**config.mk**
```make
export PLATFORM = sky130hd
export DESIGN_NAME = change_dispenser
export DESIGN_NICKNAME = d
export VERILOG_FILES = /design/src/rtl/change_dispenser.sv
export SDC_FILE = /design/constraint.sdc
export NUM_CORES = 1
export LEC_CHECK = 0
export ABC_AREA = 1
export BUFFER_PORTS_ARGS = -buffer_cell sky130_fd_sc_hd__buf_2
export CAP_MARGIN = 10
export CORE_UTILIZATION = 60
export DETAILED_ROUTE_END_ITERATION = 16
export GPL_TIMING_DRIVEN = 0
export HOLD_SLACK_MARGIN = 0.15
export MAX_ROUTING_LAYER = met4
export PLACE_DENSITY = 0.81
export SYNTH_ARGS = -nofsm -noshare
export SYNTH_HDL_FRONTEND = slang
export SYNTH_SLANG_ARGS = --single-unit
```
**constraint.sdc**
```tcl
create_clock -name clk -period 2.55 [get_ports clk]
set_input_delay 0.255 -clock clk [delete_from_list [all_inputs] [get_ports clk]]
set_output_delay 0.255 -clock clk [all_outputs]
set_load 0.005 [all_outputs]
```
**src/rtl/change_dispenser.sv**
```systemverilog
// Change-return dispenser: greedy 2-unit/1-unit payout of cambio via four-phase coin ejector handshake.
// Latency: busy/remaining valid one edge after cambio, first coin_req one edge later; done/error on exit edge.
// Backpressure: each coin waits on coin_ack (timeout ACK_TIMEOUT cycles); cambio/refill dropped while busy.
module change_dispenser #(
   parameter int COIN2_INIT  = 8,
   parameter int COIN1_INIT  = 8,
   parameter int ACK_TIMEOUT = 15
) (
   input  logic       clk,
   input  logic       reset,
   input  logic [3:0] cambio,
   input  logic       refill,
   input  logic       coin_ack,
   output logic       coin_req,
   output logic       coin_sel,
   output logic       busy,
   output logic       done,
   output logic       error,
   output logic [3:0] remaining,
   output logic [3:0] inv2,
   output logic [3:0] inv1
);

   typedef enum logic [1:0] {
      IDLE     = 2'd0,
      SELECT   = 2'd1,
      REQ      = 2'd2,
      WAIT_LOW = 2'd3
   } state_t;

   localparam logic [3:0] INV2_RST = 4'(COIN2_INIT);
   localparam logic [3:0] INV1_RST = 4'(COIN1_INIT);
   // Compared before incrementing, so coin_req stays high exactly ACK_TIMEOUT cycles.
   localparam logic [7:0] TMO_LAST = 8'(ACK_TIMEOUT - 1);

   state_t     state;
   logic [7:0] tmo_cnt;

   always_ff @(posedge clk) begin
      if (reset) begin
         state     <= IDLE;
         coin_req  <= 1'b0;
         coin_sel  <= 1'b0;
         busy      <= 1'b0;
         done      <= 1'b0;
         error     <= 1'b0;
         remaining <= 4'd0;
         inv2      <= INV2_RST;
         inv1      <= INV1_RST;
         tmo_cnt   <= 8'd0;
      end else begin
         done  <= 1'b0;
         error <= 1'b0;
         case (state)
            IDLE: begin
               if (cambio != 4'd0) begin
                  remaining <= cambio;
                  busy      <= 1'b1;
                  state     <= SELECT;
               end else if (refill) begin
                  inv2 <= INV2_RST;
                  inv1 <= INV1_RST;
               end
            end
            SELECT: begin
               if (remaining == 4'd0) begin
                  done  <= 1'b1;
                  busy  <= 1'b0;
                  state <= IDLE;
               end else if (remaining >= 4'd2 && inv2 != 4'd0) begin
                  coin_sel <= 1'b1;
                  coin_req <= 1'b1;
                  tmo_cnt  <= 8'd0;
                  state    <= REQ;
               end else if (inv1 != 4'd0) begin
                  coin_sel <= 1'b0;
                  coin_req <= 1'b1;
                  tmo_cnt  <= 8'd0;
                  state    <= REQ;
               end else begin
                  error <= 1'b1;
                  busy  <= 1'b0;
                  state <= IDLE;
               end
            end
            REQ: begin
               if (coin_ack) begin
                  coin_req <= 1'b0;
                  if (coin_sel) begin
                     remaining <= remaining - 4'd2;
                     inv2      <= inv2 - 4'd1;
                  end else begin
                     remaining <= remaining - 4'd1;
                     inv1      <= inv1 - 4'd1;
                  end
                  state <= WAIT_LOW;
               end else if (tmo_cnt == TMO_LAST) begin
                  coin_req <= 1'b0;
                  error    <= 1'b1;
                  busy     <= 1'b0;
                  state    <= IDLE;
               end else begin
                  tmo_cnt <= tmo_cnt + 8'd1;
               end
            end
            WAIT_LOW: begin
               if (!coin_ack)
                  state <= SELECT;
            end
            default: state <= IDLE;
         endcase
      end
   end

endmodule

```
==> results.ini <==
[setup_path]
critPathMaxFanout = 8
arrival_ns = 1.90
setup.worst_path.end_class = register
crit_required_ns = 2.79
criticalPathCategory = reg -> reg
rr_worst_depth = 8
start_kind = register
r2r-end = inv2[1]$_SDFFE_PP0P_
startpoint = state[0]$_SDFFE_PP0P_
reg2reg_slack_ns = 0.89
r2r-start = state[0]$_SDFFE_PP0P_

[cts]
cts.htree.levels = 1
clock_path_buffers = 2
root_buffer = clkbuf_4
numCtsBuffers = 3
cts_resized = 0
cts.sinks = 27
clk_latency_ns = 0.33
cts_tree = done
path_clk_slew_ns = 0.15
cts_setup_buffers = 0
holdBufCountCts = 0

[drt]
vias = 1612
ant_nets = 0
wire_per_inst_um = 11.8
drc = 0
vias_per_cell = 5.15
routed_wirelength_um = 3680
first_pass_iters = 4
first_iter_violations = 87

[final_layout]
drive_gt1_share_pct = 18.4
fillerInstances = 245
finalNetCount = 304
n_antenna_cell = 0
area_growth_syn_to_layout_pct = 10.1

[yosys]
ys_async_sr_fraction_pct = 0
synth_top_cell_by_area = dfxtp_1
ys.flop_type = dfxtp_1
synth_top_cell_area_share_pct = 30.2
yosysMostFrequentCell = nand2_1
synthCells = 255
synth_edf_count = 0
synth_area_leaders = dfxtp_1, nand2_1, ha_1, a21oi_1, nor2_1
ys_top_cells_by_count = nand2_1, nor2_1, dfxtp_1
synth_area_mm2 = 0.00179
ys_ff_latch = 27
avgSynthCellArea_um2 = 7.03
ys_seq_area_share_pct = 30.2
synth_cell_types = 31
synth_nets = 276
yosys_warnings = 0

[timing]
rsz0062_at_grt = false
fin_crit_ns = 1.66
worst_hold_slack_ns = 0.239
fin_tns_setup_ns = 0
fmax_mhz = 603
clock_skew_ns = 0.00623
max_slew_margin_pct = 67.0
post-route-period-util_pct = 65.1
setup_violations = 0
finalHoldViolations = 0
max_slew.worst_pin.slew_ns = 0.495
drv_slew = 0

[floorplan]
die_w_um = 56.6
die-area_mm2 = 0.00321
floorplan.die.height_um = 56.6
num_rows = 19
core_region_area_mm2 = 0.00278
start_util_pct = 64.4
ioPinCount = 25

[power]
p_leak_nw = 0.921
ir_drop_mv = 0.474
p_per_area_mw_per_mm2 = 575

[min_path]
hold_path_end = tmo_cnt[1]$_SDFFE_PP0P_
hold_class = in -> reg
holdPathStages = 2
worst_hold_startpoint = reset

[global_route]
grt_max_degree = 16
grt_pass1_wl_um = 6460
track_usage_pct = 25.9
grt_pass1_vias = 1487
overflow = 0
antenna_found_initial = 0

[flow_run]
drv_cap = 0

[place]
portBuffers = 23
hpwl_um = 2790
place_congestion = 0.898

[run_status]
status = finished, final reports clean

-- cells in the final DEF (no fill, tap or decap), types with 5 or more instances in the layout --
cell and count:
nand2_1 58, nor2_1 29, dfxtp_1 27, inv_1 25, a21oi_1 23, buf_2 23, o21ai_0 18, ha_1 13
nand3_1 10, xor2_1 5
-- through the flow --
stage | util, % | total power, mW | instance area, um^2 | setup slack (ns) | std cells
2_1_floorplan | - | 0.835 | 1790 | 1.06 | 255
3_3_place_gp | 70.0 | 0.943 | 1950 | 0.910 | 309
3_5_place_dp | 70.0 | 0.951 | 1950 | 0.897 | 309
4_1_cts | 70.9 | 1.14 | 1970 | 0.893 | 313
5_1_grt | 70.9 | 1.23 | 1970 | 0.718 | 313
6_report | 70.9 | 1.13 | 1970 | 0.890 | 313
-- sequential cells by signal, indices dropped and copies added, names as in the netlist --
name and flops:
coin_sel 1, done 1, state 2, inv1 4
busy 1, tmo_cnt 8, remaining 4, inv2 4
coin_req 1, error 1
-- power breakdown --
part / internal, mW / switching [mW] / leakage, nW / total [mW]
Sequential: 0.469 / 0.0469 / 0.221 / 0.516
Combinational: 0.164 / 0.264 / 0.683 / 0.428
Clock: 0.0590 / 0.132 / 0.0177 / 0.191
-- routing by layer --
layer / vias to the layer above / part of all wire, % / global-route usage (%)
li1: 879 / - / -
met1: 701 / 53 / 35.1
met2: 27 / 43 / 41.2
met3: 5 / 2.9 / 2.76
met4: 0 / 0.98 / 6.97
met5: - / 0 / -
-- worst max-delay path by stage --
stage / end / slack, ns / cells after the start
3_3_place_gp: inv1[1]$_SDFFE_PP0P_ / 0.91 / 8
6_report: inv2[1]$_SDFFE_PP0P_ / 0.89 / 8
4_1_cts: inv2[1]$_SDFFE_PP0P_ / 0.89 / 8
3_5_place_dp: inv2[1]$_SDFFE_PP0P_ / 0.90 / 8
2_1_floorplan: inv1[1]$_SDFFE_PP0P_ / 1.06 / 11
5_1_grt: inv2[1]$_SDFFE_PP0P_ / 0.72 / 8
-- logic make-up after synthesis --
family,synth area share [%]
AOI/OAI and AO/OA,15.2
DFF,30.2
buffers and inverters,7.61
and+or+nand+nor,34.1
xor gates and xnor gates,3.91
adders and majority gates,9.08
-- cell type report --
type	count	area, um^2	share of cell area, %
Timing Repair Buffer	23	115	5.83
Sequential cell	27	541	27.4
Tap cell	31	38.8	1.97
Inverter	30	114	5.77
Clock buffer	3	22.5	1.14
Buffer	4	22.5	1.14
Clock inverter	1	5.00	0.254
Multi-Input combinational cell	194	1110	56.5
-- critical path: stages (launching register included) --
cell and delay [ns]:
dfxtp_1 0.38, inv_1 0.08, ha_1 0.24, inv_2 0.16
nor2_1 0.09, nor3_2 0.22, nand2_2 0.13, o21ai_2 0.20
nor2_1 0.07
Note: power is estimated with default switching activity, not from simulation.
